===== config.mk =====
export PLATFORM = sky130hd
export DESIGN_NAME = row_mem_2_pe_reader
export DESIGN_NICKNAME = d
export VERILOG_FILES = /design/src/rtl/row_mem_2_pe_reader.sv
export SDC_FILE = /design/constraint.sdc
export NUM_CORES = 1
export LEC_CHECK = 0
export ABC_AREA = 1
export CAP_MARGIN = 20
export CORE_ASPECT_RATIO = 2
export CORE_MARGIN = 3
export CORE_UTILIZATION = 50
export DETAILED_ROUTE_END_ITERATION = 7
export GPL_ROUTABILITY_DRIVEN = 0
export PLACE_DENSITY = 0.74
export SLEW_MARGIN = 20
export SYNTH_ARGS = -nofsm -noshare
export SYNTH_HDL_FRONTEND = slang
export SYNTH_SLANG_ARGS = --single-unit

===== constraint.sdc =====
create_clock -name clk -period 3.6 [get_ports clk]
set_input_delay 0.9 -clock clk [delete_from_list [all_inputs] [get_ports clk]]
set_output_delay 0.9 -clock clk [all_outputs]
set_load 0.01 [all_outputs]

===== src/rtl/row_mem_2_pe_reader.sv =====
// row_mem_2_pe_reader: walks oc/kx/x over the row mems and tags the returned data for the PE array
// Ports: clk/resetn (async, active-low); start pulses a pass using OC, IMG_W, K (latched at start);
//        pe_ready gates reads; act_/weight_rd_en/addr drive the row mems; pe_valid/first/last/oc
//        describe the data arriving at the PEs one cycle later; busy is high outside IDLE; done pulses at the end.
module row_mem_2_pe_reader #(
   parameter int INPUT_BW            = 8,
   parameter int IA_ROW_MEM_ADDR     = 6,
   parameter int WEIGHT_ROW_MEM_ADDR = 7
) (
   input  logic                           clk,
   input  logic                           resetn,
   input  logic                           start,
   input  logic [5:0]                     OC,
   input  logic [5:0]                     IMG_W,
   input  logic [2:0]                     K,
   input  logic                           pe_ready,
   output logic                           act_rd_en,
   output logic [IA_ROW_MEM_ADDR-1:0]     act_rd_addr,
   output logic                           weight_rd_en,
   output logic [WEIGHT_ROW_MEM_ADDR-1:0] weight_rd_addr,
   output logic                           pe_valid,
   output logic                           pe_first,
   output logic                           pe_last,
   output logic [5:0]                     pe_oc,
   output logic                           busy,
   output logic                           done
);
   typedef enum logic [1:0] {S_IDLE, S_READ, S_DRAIN, S_DONE} state_t;
   state_t r_state, w_next;
   logic [5:0] r_oc_n, r_imgw, r_x, r_oc, r_pe_oc;
   logic [2:0] r_k, r_kx;
   logic       r_pe_valid, r_pe_first, r_pe_last;
   logic       w_rd, w_x_end, w_kx_end, w_oc_end, w_zero;
   logic [6:0] w_act_sum;
   logic [9:0] w_wt_sum;

   if (INPUT_BW < 1) begin : g_bw_check
      $error("INPUT_BW must be positive");
   end

   assign w_rd      = (r_state == S_READ) & pe_ready;
   assign w_x_end   = r_x == r_imgw - 6'd1;
   assign w_kx_end  = r_kx == r_k - 3'd1;
   assign w_oc_end  = r_oc == r_oc_n - 6'd1;
   assign w_zero    = (OC == 6'd0) | (IMG_W == 6'd0) | (K == 3'd0);
   assign w_act_sum = {1'b0, r_x} + {4'b0, r_kx};
   assign w_wt_sum  = 10'(r_oc) * 10'(r_k) + 10'(r_kx);

   assign act_rd_en      = w_rd;
   assign weight_rd_en   = w_rd;
   // Addresses are parked at 0 outside READ but held (not zeroed) during a pe_ready stall.
   assign act_rd_addr    = (r_state == S_READ) ? IA_ROW_MEM_ADDR'(w_act_sum) : '0;
   assign weight_rd_addr = (r_state == S_READ) ? WEIGHT_ROW_MEM_ADDR'(w_wt_sum) : '0;
   assign pe_valid       = r_pe_valid;
   assign pe_first       = r_pe_first;
   assign pe_last        = r_pe_last;
   assign pe_oc          = r_pe_oc;
   assign busy           = r_state != S_IDLE;
   assign done           = r_state == S_DONE;

   always_comb begin
      w_next = r_state;
      case (r_state)
         S_IDLE:  w_next = start ? (w_zero ? S_DONE : S_READ) : S_IDLE;
         S_READ:  w_next = (w_rd && w_x_end && w_kx_end && w_oc_end) ? S_DRAIN : S_READ;
         S_DRAIN: w_next = S_DONE;
         default: w_next = S_IDLE;
      endcase
   end

   always_ff @(posedge clk or negedge resetn) begin
      if (!resetn) r_state <= S_IDLE;
      else r_state <= w_next;
   end

   always_ff @(posedge clk or negedge resetn) begin
      if (!resetn) begin
         r_oc_n <= '0;
         r_imgw <= '0;
         r_k    <= '0;
         r_x    <= '0;
         r_kx   <= '0;
         r_oc   <= '0;
      end else if (r_state == S_IDLE && start) begin
         r_oc_n <= OC;
         r_imgw <= IMG_W;
         r_k    <= K;
         r_x    <= '0;
         r_kx   <= '0;
         r_oc   <= '0;
      end else if (w_rd) begin
         r_x  <= w_x_end ? 6'd0 : r_x + 6'd1;
         r_kx <= w_x_end ? (w_kx_end ? 3'd0 : r_kx + 3'd1) : r_kx;
         r_oc <= (w_x_end && w_kx_end) ? r_oc + 6'd1 : r_oc;
      end
   end

   // Row mems return data one cycle after the read, so the tags ride one register behind.
   always_ff @(posedge clk or negedge resetn) begin
      if (!resetn) begin
         r_pe_valid <= 1'b0;
         r_pe_first <= 1'b0;
         r_pe_last  <= 1'b0;
         r_pe_oc    <= '0;
      end else begin
         r_pe_valid <= w_rd;
         r_pe_first <= w_rd & (r_kx == 3'd0);
         r_pe_last  <= w_rd & w_kx_end;
         r_pe_oc    <= w_rd ? r_oc : 6'd0;
      end
   end
endmodule


==> results of run 1 <==
synth_stat cells, types with 3 or more instances:
library cell | n | area (sq um)
o21ai_0 | 16 | 80.1
dfrtp_1 | 41 | 1030
nand2_2 | 5 | 31.3
a21oi_1 | 19 | 95.1
nor2_4 | 3 | 33.8
buf_2 | 13 | 65.1
nand2_1 | 98 | 368
nor2_1 | 36 | 135
inv_1 | 68 | 255
inv_2 | 6 | 22.5
xor2_1 | 12 | 105
nand3_1 | 36 | 180
xnor2_1 | 9 | 78.8
fa_1 | 7 | 140
ha_1 | 21 | 263
nand4_1 | 10 | 62.6
worst max-delay path: stages, from the launching register on:
cell     delay (ns)
dfrtp_1        0.38
nand2_2        0.07
fa_1           0.50
fa_1           0.53
inv_2          0.06
fa_2           0.35
nand2_2        0.08
inv_2          0.04
o21ai_2        0.11
nand2_1        0.09
o21ai_1        0.12
a21oi_1        0.04
buf_2          0.13
registers in the layout, indices dropped and copies added, names as in the netlist:
register  flops
pe_oc         6
r_imgw        6
r_oc          6
r_oc_n        6
r_x           6
r_k           3
r_kx          3
r_state       2
pe_first      1
pe_last       1
pe_valid      1
area by class of cell:
| class | count | share of cell area, % |
|---|---|---|
| Timing Repair Buffer | 72 | 15.7 |
| Clock buffer | 6 | 3.27 |
| Tap cell | 63 | 2.00 |
| Sequential cell | 41 | 26.0 |
| Multi-Input combinational cell | 289 | 45.7 |
| Inverter | 74 | 7.04 |
| Clock inverter | 2 | 0.254 |
worst paths after layout:
kind                            from                end  slack [ns]  cells past startpoint
max                           r_k[0]  weight_rd_addr[5]       -0.10                     12
min                        r_imgw[5]          r_imgw[5]        0.51                      2
max reg2reg                   r_k[0]            r_oc[1]        1.60                     11
min reg2reg                r_imgw[5]          r_imgw[5]        0.51                      2
max in group asynchronous     resetn           pe_valid        2.28                      1
min in group asynchronous     resetn           pe_oc[5]        0.74                      1
power by group:
group | total [W] | switching (W) | internal, W | leakage [nW]
sequential | 0.000747 | 0.000151 | 0.000597 | 0.523
clock | 0.000426 | 0.000171 | 0.000254 | 0.0706
combinational | 0.00129 | 0.000702 | 0.000587 | 1.58
total | 0.00246 | 0.00102 | 0.00144 | 2.17
cell families (layout without fill, tap and decap cells):
logic type / after synthesis / count (layout) / share of synthesized area (%)
AND/OR/NAND/NOR: 198 / 198 / 28.9
adder cells (fa/ha/maj): 28 / 28 / 13.0
flip-flops: 41 / 41 / 33.1
AO/OA/AOI/OAI: 40 / 40 / 6.61
multiplexers: 1 / 1 / 0.363
buffers and inverters: 90 / 154 / 11.7
XOR/XNOR: 22 / 22 / 6.45
per-stage QoR:
stage | cells | hold WS (ns)
global route | 547 | 0.531
CTS | 547 | 0.510
detailed placement | 538 | 0.495
floorplan | 420 | 0.473
finish | 547 | 0.505
global placement | 538 | 0.488
repair_timing:
action / CTS / global route
endpoints found under the setup margin: 5 / 5
pin swaps: 12 / 9
buffers inserted: 1 / 0
resized for setup: 31 / 9
metal layers:
layer  GRT usage [%]  wire, um  up-vias
li1                -         -     1433
met1            22.0      2570     1270
met2            36.3      3750       67
met3            4.07       198       22
met4            9.69       294        0
met5               0         0        -
==> summary.txt, run 1 <==
Finish
  – Area occupied by multi-input gates: 0.00180 sq mm
  – Design Area, Final: 0.00395 sq mm
  – # fillers: 542
  – Final core occ: 65.7%
  – Layout cells sized above 1: 16.3%
  – Area grow syn2layout: 27.1%
  – Register area: 0.00103 sq mm
  – Leading cell type in the layout, fill and taps excluded: nand2_1
  – Commonest non-fill, non-tap cells in the layout: 94 x nand2_1, 65 x inv_1, 41 x dfrtp_1
  – Nets: 530
  – N_diodes: 0

Worst hold path
  – Worst min path class: reg -> reg

GRT
  – GRT Util Overall: 20.6%
  – Antenna violations before repair: 0
  – Vias in the first global route: 2746
  – Largest net degree at the start of global routing: 42
  – First-pass GRT wire length: 11600 um
  – Total gr overflow: 0

Die
  – Die Area: 0.00725 sq mm
  – Initial Util: 51.7%
  – I/O pins: 45
  – Core box area: 0.00601 sq mm
  – Row cnt: 40
  – Die X-Extent: 61.7 um
  – Die Ht: 117 um

Logic synthesis
  – Syn_nets: 467
  – Mapped Cells: 420
  – Syn avg cell area: 7.39 sq um
  – Ys flop type: dfrtp_1
  – Sequential fraction of the synthesis area: 33.1%
  – Post-synth EDFFs: 0
  – Mapped Area: 0.00310 sq mm
  – Library cells used by synthesis: 31
  – Post-synthesis sequential element count: 41
  – Ys async rst share: 100%
  – YS warnings: 0

Route
  – Vias: 2792
  – Via density: 5.10
  – Detailed-route wire length: 6820 um
  – DRC: 0
  – Initial drt markers: 70
  – Routed Antenna Nets: 0
  – Detailed Routing Iterations Pass 1: 4
  – Wirelength per Cell: 12.5 um

Timing
  – Worst-Margin Slew: 0.901 ns
  – Final setup fails: 2
  – Min Clock Period, post-route: 3.70 ns
  – Setup Skew: 0.00562 ns
  – Max Freq: 270 MHz
  – Fin. max-slew vios: 0
  – RSZ-0062 raised after global routing: yes
  – Setup ws final: -0.103 ns
  – Setup_tns: -0.165 ns
  – Slew margin rel.: 40.0%
  – Final hold vios: 0
  – Crit share post-route: 103%

Clocking
  – Clk Latency, worst-skew pair: 0.28 ns
  – Cts hold-fix bufs: 0
  – CTS tree: done
  – CTS Buffer Depth: 2
  – Sink Count: 41
  – Clock transition at the registers of the reported paths: 0.06 ns
  – H-tree levels: 2
  – Root Buffer: clkbuf_16
  – Num CTS Buffers: 5

Placement
  – DP Wirelength: 5370 um
  – Setup WS pre-CTS: -0.325 ns
  – # port buffers: 44
  – DP Area: 0.00374 sq mm

Setup path
  – Critical Path Start Type: flop
  – CP required: 2.70 ns
  – Crit path capture type: output port
  – Worst-path fanout max: 3
  – Critical path type: reg -> out
  – CP arrival: 2.80 ns

Power and ir drop
  – Max VDD drop: 553 uV
  – Total power: 0.00246 W
  – PwrDens: 624 mW/mm^2
  – LEAKAGE: 2.17 nW

Outcome
  – Failing checks: negative setup slack
  – Status: finished, violations left

Job
  – Max Cap Viol: 0
No activity file was read; power rests on OpenSTA's default activity.
==> run 2: changes to the inputs <==
Settings changed: ABC_AREA 1 to default, PLACE_DENSITY 0.74 to 0.75.
==> summary.txt, run 2 <==
Logic synthesis
  – Sequential fraction of the synthesis area: 35.5% (+2.5 points)
  – Mapped Area: 0.00289 sq mm (-6.9%)
  – Syn_nets: 368 (-21%)
  – Cell with the most instances after synthesis: nand2_1
  – Synth top area cells: dfrtp_1 36%, ha_1 9.1%, nand2_1 6.4%
  – YS warnings: 0 (unchanged)
  – Yosys top cell area share: 35.5% (+2.5 points)
  – Library cells used by synthesis: 42 (+35%)
  – Syn avg cell area: 9.00 sq um (+22%)
  – Post-synth EDFFs: 0 (unchanged)
  – Post-synthesis sequential element count: 41 (unchanged)
  – Area leader, netlist: dfrtp_1
  – Mapped Cells: 321 (-24%)
  – Commonest cells post-synth: 49 x nand2_1, 41 x dfrtp_1, 26 x and2_1
  – Ys flop type: dfrtp_1
  – Ys async rst share: 100% (unchanged)

GRT
  – Total gr overflow: 0 (unchanged)
  – Vias in the first global route: 2502 (-8.9%)
  – GRT Util Overall: 22.0% (+1.3 points)
  – Met1 Use GR: 23.9% (+1.9 points)
  – Antenna violations before repair: 0 (unchanged)
  – GRT Max-Usage Layer: met2
  – First-pass GRT wire length: 11300 um (-2.7%)
  – Largest net degree at the start of global routing: 42 (unchanged)
  – Met3 usage: 2.83% (-1.2 points)
  – M2 GR Usage: 40.7% (+4.4 points)

Timing
  – Final setup fails: 3 (+1)
  – Slew margin rel.: 40.5% (+0.52 points)
  – Fin. max-slew vios: 0 (unchanged)
  – Min Clock Period, post-route: 3.71 ns (+0.00711 ns)
  – Setup ws final: -0.110 ns (-0.00711 ns)
  – Hold WS: 0.511 ns (+0.00589 ns)
  – RSZ-0062 raised after global routing: yes
  – Crit share post-route: 103% (+0.20 points)
  – Final hold vios: 0 (unchanged)
  – Max Freq: 270 MHz (-0.19%)
  – Setup Skew: 0.0107 ns (+0.00507 ns)
  – Worst-Margin Slew: 0.893 ns (-0.00780 ns)

Die
  – Initial Util: 52.4% (+0.69 points)
  – I/O pins: 45 (unchanged)
  – Die X-Extent: 59.8 um (-3.2%)
  – Row cnt: 38 (-5.0%)
  – Core box area: 0.00552 sq mm (-8.2%)
  – Die Ht: 114 um (-3.3%)
  – Die Area: 0.00678 sq mm (-6.4%)

Clocking
  – Root Buffer: clkbuf_8
  – H-tree levels: 2 (unchanged)
  – Num CTS Buffers: 5 (unchanged)
  – # Post-CTS Setup Buffers: 0 (-1)
  – CTS tree: done
  – Sink Count: 41 (unchanged)
  – CTS Buffer Depth: 2 (unchanged)
  – Cts hold-fix bufs: 0 (unchanged)
  – Clock transition at the registers of the reported paths: 0.08 ns (+0.02 ns)
  – Clk Latency, worst-skew pair: 0.30 ns (+0.02 ns)

Power and ir drop
  – LEAKAGE: 1.79 nW (-18%)
  – PwrDens: 672 mW/mm^2 (+7.8%)
  – Max VDD drop: 513 uV (-7.2%)

Setup path
  – Delay-heaviest family, CP: adder cells
  – CP bufs+invs: 3 (unchanged)
  – CP cell instances: nand2_2 > fa_1 > fa_1 > inv_2 > ha_4 > a21o_1 > a21oi_2 > buf_4 > xor2_1 > nor2_1 > buf_2
  – Worst-path fanout max: 2 (-1)
  – CP max stage cell: fa_1
  – CP required: 2.70 ns (about the same)
  – Critical path type: reg -> out
  – Crit path capture type: output port
  – CP most frequent cell: fa_1
  – CP arrival: 2.81 ns (about the same)
  – Worst path max stage delay: 0.55 ns (+0.02 ns)
  – Critical Path Start Type: flop

Route
  – Detailed Routing Iterations Pass 1: 4 (unchanged)
  – Initial drt markers: 51 (-27%)
  – DRC: 0 (unchanged)
  – Detailed-route wire length: 6680 um (-2.1%)
  – Routed Antenna Nets: 0 (unchanged)
  – Via density: 5.53 (+8.3%)
  – Wirelength per Cell: 15.0 um (+21%)
  – Vias: 2454 (-12%)

Outcome
  – Failing checks: negative setup slack
  – Status: finished, violations left

Placement
  – Setup WS pre-CTS: -0.389 ns (-0.0637 ns)
  – DP Wirelength: 5170 um (-3.7%)
  – # port buffers: 44 (unchanged)

Finish
  – Leading cell type in the layout, fill and taps excluded: nand2_1
  – Nets: 430 (-19%)
  – Commonest non-fill, non-tap cells in the layout: 47 x nand2_1, 41 x dfrtp_1, 38 x clkdlybuf4s50_1
  – N_diodes: 0 (unchanged)
  – Layout cells sized above 1: 13.3% (-3.0 points)
  – Area grow syn2layout: 27.0% (about the same)

Job
  – Max Cap Viol: 0 (unchanged)

Worst hold path
  – Worst min path class: reg -> reg
[run 2: cell types whose count changed in the layout (fill, tap and decap cells not counted), sizes merged, moves of 26 or more]
| cell | previous run | this run |
|---|---|---|
| nor2 | 42 | 16 |
| inv | 74 | 17 |
| nand2 | 104 | 49 |
| nand3 | 37 | 6 |
| and2 | 0 | 26 |
[run 2: cells by family (layout without fill, tap and decap cells)]
group	Yosys count	after routing	share of synthesized area, %
and+or+nand+nor	139	139	24.2
AOI/OAI and AO/OA	55	55	12.8
DFF	41	41	35.5
xor gates and xnor gates	30	30	9.57
adders and majority gates	28	28	13.9
buffers and inverters	27	90	3.64
muxes	1	1	0.346
[run 2: per-layer routing]
| metal | share of wire (%) | vias to the layer above | wire [um] |
|---|---|---|---|
| met2 | 56 | 37 | 3770 |
| met4 | 2.3 | 0 | 156 |
| met5 | 0 | - | 0 |
| met3 | 2.8 | 12 | 189 |
| met1 | 38 | 1179 | 2560 |
| li1 | - | 1226 | - |
[run 2: final timing paths]
check | start | to | slack [ns] | cells after the start
max | r_oc[0] | weight_rd_addr[4] | -0.11 | 11
min | r_imgw[5] | r_imgw[5] | 0.51 | 2
max reg2reg | r_imgw[0] | r_oc[4] | 1.24 | 7
min reg2reg | r_imgw[5] | r_imgw[5] | 0.51 | 2
max in group asynchronous | resetn | r_x[5] | 2.31 | 1
min in group asynchronous | resetn | r_k[1] | 0.72 | 1
[run 2: stage by stage]
stage | instance area, sq um | instances | utilization, % | setup TNS (ns) | power, W
after global placement | 3520 | 436 | 63.7 | -0.852 | 0.00208
after global routing | 3670 | 444 | 66.5 | -0.637 | 0.00268
after CTS | 3670 | 444 | 66.6 | -0.291 | 0.00248
final | 3670 | 444 | 66.5 | -0.313 | 0.00247
after detailed placement | 3520 | 436 | 63.7 | -1.12 | 0.00212
after floorplan | 2890 | 321 | - | 0 | 0.00160
[run 2: worst min-delay path, cell delays in order (launching register included)]
cell,delay [ns]
dfrtp_1,0.36
nand2_1,0.06
nand2_1,0.06
[run 2: timing repair]
| item | 4_1_cts | 5_1_grt |
|---|---|---|
| endpoints found under the setup margin | 5 | 5 |
| cloned | 0 | 0 |
| gates resized for setup | 29 | 3 |
| pin swaps | 13 | 2 |
[run 2: report_power, final]
| group | internal, W | total (W) | leakage, nW | switching, W |
|---|---|---|---|---|
| clock | 0.000173 | 0.000331 | 0.0542 | 0.000158 |
| sequential | 0.000595 | 0.000746 | 0.527 | 0.000151 |
| combinational | 0.000678 | 0.00139 | 1.21 | 0.000711 |
| total | 0.00145 | 0.00247 | 1.79 | 0.00102 |
[run 2: area by class of cell]
type,instances,area [sq um]
clock buffer,7,96.3
clock inverter,1,5.00
fill,466,1850
inverter,17,63.8
multi-input combinational,253,1840
sequential,41,1030
tap,60,75.1
timing repair buffer,65,568
==> run 3: changes to the inputs <==
Settings changed: CAP_MARGIN 20 to 30.
==> summary.txt, run 3 (synthesis results as in run 2) <==
Clocking
  – Sink Count: 41 (unchanged)
  – CTS Buffer Depth: 2 (unchanged)
  – CTS tree: done
  – Clock transition at the registers of the reported paths: 0.08 ns (about the same)
  – # Post-CTS Setup Buffers: 0 (unchanged)
  – Root Buffer: clkbuf_8
  – Cts hold-fix bufs: 0 (unchanged)
  – Num CTS Buffers: 5 (unchanged)
  – Clk Latency, worst-skew pair: 0.30 ns (about the same)
  – H-tree levels: 2 (unchanged)

Route
  – Wirelength per Cell: 15.0 um (-0.19%)
  – Routed Antenna Nets: 0 (unchanged)
  – Detailed-route wire length: 6680 um (about the same)
  – DRC: 0 (unchanged)
  – Vias: 2462 (+0.33%)
  – Detailed Routing Iterations Pass 1: 4 (unchanged)
  – Initial drt markers: 71 (+39%)
  – Via density: 5.53 (+0.10%)

Timing
  – RSZ-0062 raised after global routing: yes
  – Hold WS: 0.442 ns (-0.0691 ns)
  – Final setup fails: 3 (unchanged)
  – Final hold vios: 0 (unchanged)
  – Max Freq: 270 MHz (about the same)
  – Crit share post-route: 103% (about the same)
  – Setup Skew: 0.0101 ns (-0.000597 ns)
  – Min Clock Period, post-route: 3.71 ns (-0.00348 ns)
  – Slew margin rel.: 57.8% (+17 points)
  – Worst-Margin Slew: 0.631 ns (-0.261 ns)
  – Setup ws final: -0.107 ns (+0.00348 ns)
  – Fin. max-slew vios: 0 (unchanged)

Setup path
  – R2R Setup Slk: 1.26 ns (+0.02 ns)
  – Worst-path fanout max: 2 (unchanged)
  – Crit path capture type: output port
  – CP cell instances: nand2_2 > fa_1 > fa_1 > inv_2 > ha_4 > a21o_1 > a21oi_2 > buf_4 > xor2_1 > nor2_1 > buf_2
  – R2R Path End: r_oc[4]
  – CP most frequent cell: fa_1
  – Critical path type: reg -> out
  – Reg2reg path depth: 7 (unchanged)
  – Critical Path Start Type: flop
  – CP required: 2.70 ns (about the same)
  – Worst path max stage delay: 0.55 ns (about the same)
  – RR Startpoint: r_imgw[0]
  – Delay-heaviest family, CP: adder cells
  – CP arrival: 2.81 ns (about the same)
  – CP bufs+invs: 3 (unchanged)
  – CP max stage cell: fa_1

Power and ir drop
  – LEAKAGE: 1.80 nW (+0.53%)
  – Total power: 0.00247 W (about the same)
  – PwrDens: 669 mW/mm^2 (-0.48%)
  – Max VDD drop: 513 uV (about the same)

Finish
  – Layout cells sized above 1: 13.5% (+0.23 points)
  – Commonest non-fill, non-tap cells in the layout: 47 x nand2_1, 41 x dfrtp_1, 38 x clkdlybuf4s50_1
  – Area grow syn2layout: 27.7%
  – N_diodes: 0 (unchanged)
  – Nets: 431 (+0.23%)
  – Area occupied by multi-input gates: 0.00184 sq mm (unchanged)
  – Leading cell type in the layout, fill and taps excluded: nand2_1
  – Design Area, Final: 0.00369 sq mm (+0.55%)
  – # fillers: 458 (-1.7%)
  – Final core occ: 66.9% (+0.36 points)
  – Register area: 0.00103 sq mm (unchanged)

Placement
  – # port buffers: 44 (unchanged)
  – DP Wirelength: 5170 um (unchanged)
  – DP Area: 0.00352 sq mm (unchanged)

GRT
  – GRT Util Overall: 22.0% (unchanged)
  – Largest net degree at the start of global routing: 42 (unchanged)
  – First-pass GRT wire length: 11300 um (unchanged)
  – Total gr overflow: 0 (unchanged)
  – Vias in the first global route: 2502 (unchanged)
  – Antenna violations before repair: 0 (unchanged)

Outcome
  – Status: finished, violations left
  – Failing checks: negative setup slack

Worst hold path
  – Worst min path class: in -> async

Die
  – Die Ht: 114 um (unchanged)
  – Row cnt: 38 (unchanged)
  – Initial Util: 52.4% (unchanged)
  – Die X-Extent: 59.8 um (unchanged)
  – I/O pins: 45 (unchanged)
  – Die Area: 0.00678 sq mm (unchanged)
  – Core box area: 0.00552 sq mm (unchanged)

Job
  – Max Cap Viol: 0 (unchanged)
## run 3: cell types whose count changed in the layout (fill, tap and decap cells not counted)
| cell | delta |
|---|---|
| buf_12 | +1 |
## run 3: final cells by class
cell class | instances | area share (%)
clock buffers | 7 | 2.61
clock inverters | 1 | 0.136
inverters | 17 | 1.73
multi-input cells | 253 | 49.7
flip-flops and latches | 41 | 27.8
well taps | 60 | 2.03
repair buffers | 66 | 15.9
## run 3: stage by stage
step | setup TNS (ns) | std cells | worst slack (ns)
finish | -0.317 | 445 | -0.107
global route | -0.637 | 445 | -0.220
CTS | -0.291 | 444 | -0.107
detailed placement | -1.12 | 436 | -0.389
global placement | -0.852 | 436 | -0.307
floorplan | 0 | 321 | 0.0521
## run 3: routing by layer
metal | track usage [%] | vias up | wire, um
li1 | - | 1225 | -
met3 | 2.83 | 12 | 204
met4 | 8.58 | 0 | 157
met1 | 23.9 | 1182 | 2490
met5 | 0 | - | 0
met2 | 40.7 | 43 | 3830
## run 3: what timing repair did
item / 4_1_cts / 5_1_grt
pin swaps: 13 / 2
endpoints found under the setup margin: 5 / 5
gates resized for setup: 29 / 3
hold endpoints to repair: 0 / 0
gates cloned: 0 / 0
## run 3: how the worst max path moves through the flow
stage	endpoint	depth (start not counted)	startpoint
2_1_floorplan	weight_rd_addr[6]	11	r_oc[2]
3_3_place_gp	weight_rd_addr[6]	11	r_oc[0]
3_5_place_dp	weight_rd_addr[6]	11	r_oc[0]
4_1_cts	weight_rd_addr[4]	11	r_oc[2]
5_1_grt	weight_rd_addr[6]	10	r_oc[2]
6_report	weight_rd_addr[4]	11	r_oc[0]
## run 3: where the power goes
| part | leakage, nW | switching (W) | internal (W) | total (W) |
|---|---|---|---|---|
| clock network | 0.0542 | 0.000158 | 0.000173 | 0.000332 |
| registers | 0.527 | 0.000150 | 0.000595 | 0.000745 |
| logic | 1.22 | 0.000712 | 0.000680 | 0.00139 |
==> RTL edit: new RTL, config.mk and constraints of run 1 <==
Make the reset (`resetn`) synchronous in 3 clocked blocks. Comments in the files are not updated.
--- a/src/rtl/row_mem_2_pe_reader.sv
+++ b/src/rtl/row_mem_2_pe_reader.sv
@@ -68,12 +68,12 @@
       endcase
    end
 
-   always_ff @(posedge clk or negedge resetn) begin
+   always_ff @(posedge clk) begin
       if (!resetn) r_state <= S_IDLE;
       else r_state <= w_next;
    end
 
-   always_ff @(posedge clk or negedge resetn) begin
+   always_ff @(posedge clk) begin
       if (!resetn) begin
          r_oc_n <= '0;
          r_imgw <= '0;
@@ -96,7 +96,7 @@
    end
 
    // Row mems return data one cycle after the read, so the tags ride one register behind.
-   always_ff @(posedge clk or negedge resetn) begin
+   always_ff @(posedge clk) begin
       if (!resetn) begin
          r_pe_valid <= 1'b0;
          r_pe_first <= 1'b0;
Behaviour: differs if resetn is asserted again (counterexample within 4 cycles, from zero or initial values and one cycle with resetn low); with resetn held inactive, the same outputs for 10 cycles.
==> RTL edit against run 1 <==
  * The flow still finishes with violations (setup timing)
  * Area after synthesis down 5.4%
  * Worst hold slack worse by 0.022 ns
  * Core utilization up 0.82 points
  * Synthesized cell count up 2.4%
  * Non-clock buffer count down 11
  * Register-to-register slack better by 0.08 ns
  * Global-route usage up 1.9 points
  * Sequential cell count unchanged
  * Setup slack better by 0.017 ns
  * Design area down 6.2%
  * Wire length up 3.5%
Power is not compared: it rests on default switching activity, and its combinational part moved more than twofold at a synthesized area within 25%.
==> RTL edit: results (changes against run 1) <==
async set or reset register ratio after synthesis 0 (was 1.00); latest clock arrival within the worst-skew pair 0.30 ns (was 0.28 ns); CTS resizes 30 (was 31); Post-Route Skew 0.00831 ns (was 0.00562 ns); violations in the final reports setup timing (unchanged); internal portion of total power 0.000789 W; Warnings, synthesis 0 (unchanged); library cell used as clock root buffer clkbuf_8 (was clkbuf_16); average wire per standard cell 12.8 µm (was 12.5 µm); endpoints failing setup 2 (unchanged); maximum number of pins on one net before global-route repair 19 (was 42); Post-synth top cells nand2_1, inv_1, nor2_1 (was nand2_1, inv_1, dfrtp_1); post-synthesis sequential area ratio 0.279 (was 0.331); Clk pin slew, worst setup/hold paths 0.08 ns (was 0.06 ns); # fillers 500 (was 542); combinational group power between 0.0002 and 0.00025 W; final total negative setup slack -0.148 ns (was -0.165 ns); status complete, but fails checks (unchanged); nets 536 (was 530); vias after detailed routing 2831 (was 2792); violation count after the first detailed-routing iteration 47 (was 70); Total Power 0.00110 W; worst setup slack before clock tree synthesis -0.290 ns (was -0.325 ns); highest fanout seen on the critical path 2 (was 3); Max-slew headroom 0.701 (was 0.400); Worst Path Arrival 2.79 ns (was 2.80 ns); static leakage ~1.8 nW; synthesized netlist net count 477 (was 467); worst setup slack after layout -0.0863 ns (was -0.103 ns); GR Util All Layers 0.226 (was 0.206); global-route wire length before repair 11700 µm (was 11600 µm); Top FF cell, synth dfxtp_1 (was dfrtp_1); number of unique standard cell types used by synthesis 37 (was 31); post-CTS setup repair buffer count 0 (was 1); sequential cell fraction of total power 0.445; layout cells sized above 1 0.157 (was 0.163); leading post-synthesis cells by cell area dfxtp_1, nand2_1, ha_1 (was dfrtp_1, nand2_1, ha_1); HPWL after detailed placement 5760 µm (was 5370 µm); gate count after technology mapping 430 (was 420)
-- RTL edit: final timing paths --
path,start,end,depth (start not counted),slack (ns)
worst max register to register,r_k[1]$_SDFFE_PN0P_,r_state[0]$_SDFF_PN0_,12,1.68
worst min-delay path,r_imgw[1]$_SDFFE_PN0P_,r_imgw[1]$_SDFFE_PN0P_,2,0.48
worst max-delay path,r_oc[0]$_SDFFE_PP0P_,weight_rd_addr[5],12,-0.09
worst min register to register,r_imgw[1]$_SDFFE_PN0P_,r_imgw[1]$_SDFFE_PN0P_,2,0.48
-- RTL edit: per-layer routing --
metal | wire length [µm] | part of all wire | GRT usage | up-vias
met5 | 0 | 0 | 0 | -
met3 | 232 | 0.033 | 0.0451 | 23
met4 | 338 | 0.048 | 0.133 | 0
li1 | - | - | - | 1458
met2 | 3970 | 0.56 | 0.423 | 64
met1 | 2520 | 0.36 | 0.208 | 1286
-- RTL edit: metrics by stage --
step / cells / hold WS, ns / instance area (µm²)
finish: 550 / 0.484 / 3700
global route: 550 / 0.506 / 3700
CTS: 549 / 0.488 / 3700
detailed placement: 541 / 0.475 / 3520
global placement: 541 / 0.466 / 3520
floorplan: 430 / 0.448 / 2940
-- RTL edit: logic make-up after synthesis --
family | Yosys count | synth area share
flip-flops | 41 | 0.279
adder cells (fa/ha/maj) | 28 | 0.137
XOR/XNOR | 15 | 0.0447
AO/OA/AOI/OAI | 61 | 0.108
buffers and inverters | 83 | 0.115
AND/OR/NAND/NOR | 202 | 0.316
-- RTL edit: area by class of cell --
cell class,instances,share of cell area
clock inverter,1,0.00811
tap,60,0.0203
clock buffer,7,0.0233
multi-input combinational,306,0.502
timing repair buffer,61,0.147
sequential,41,0.223
inverter,74,0.0757
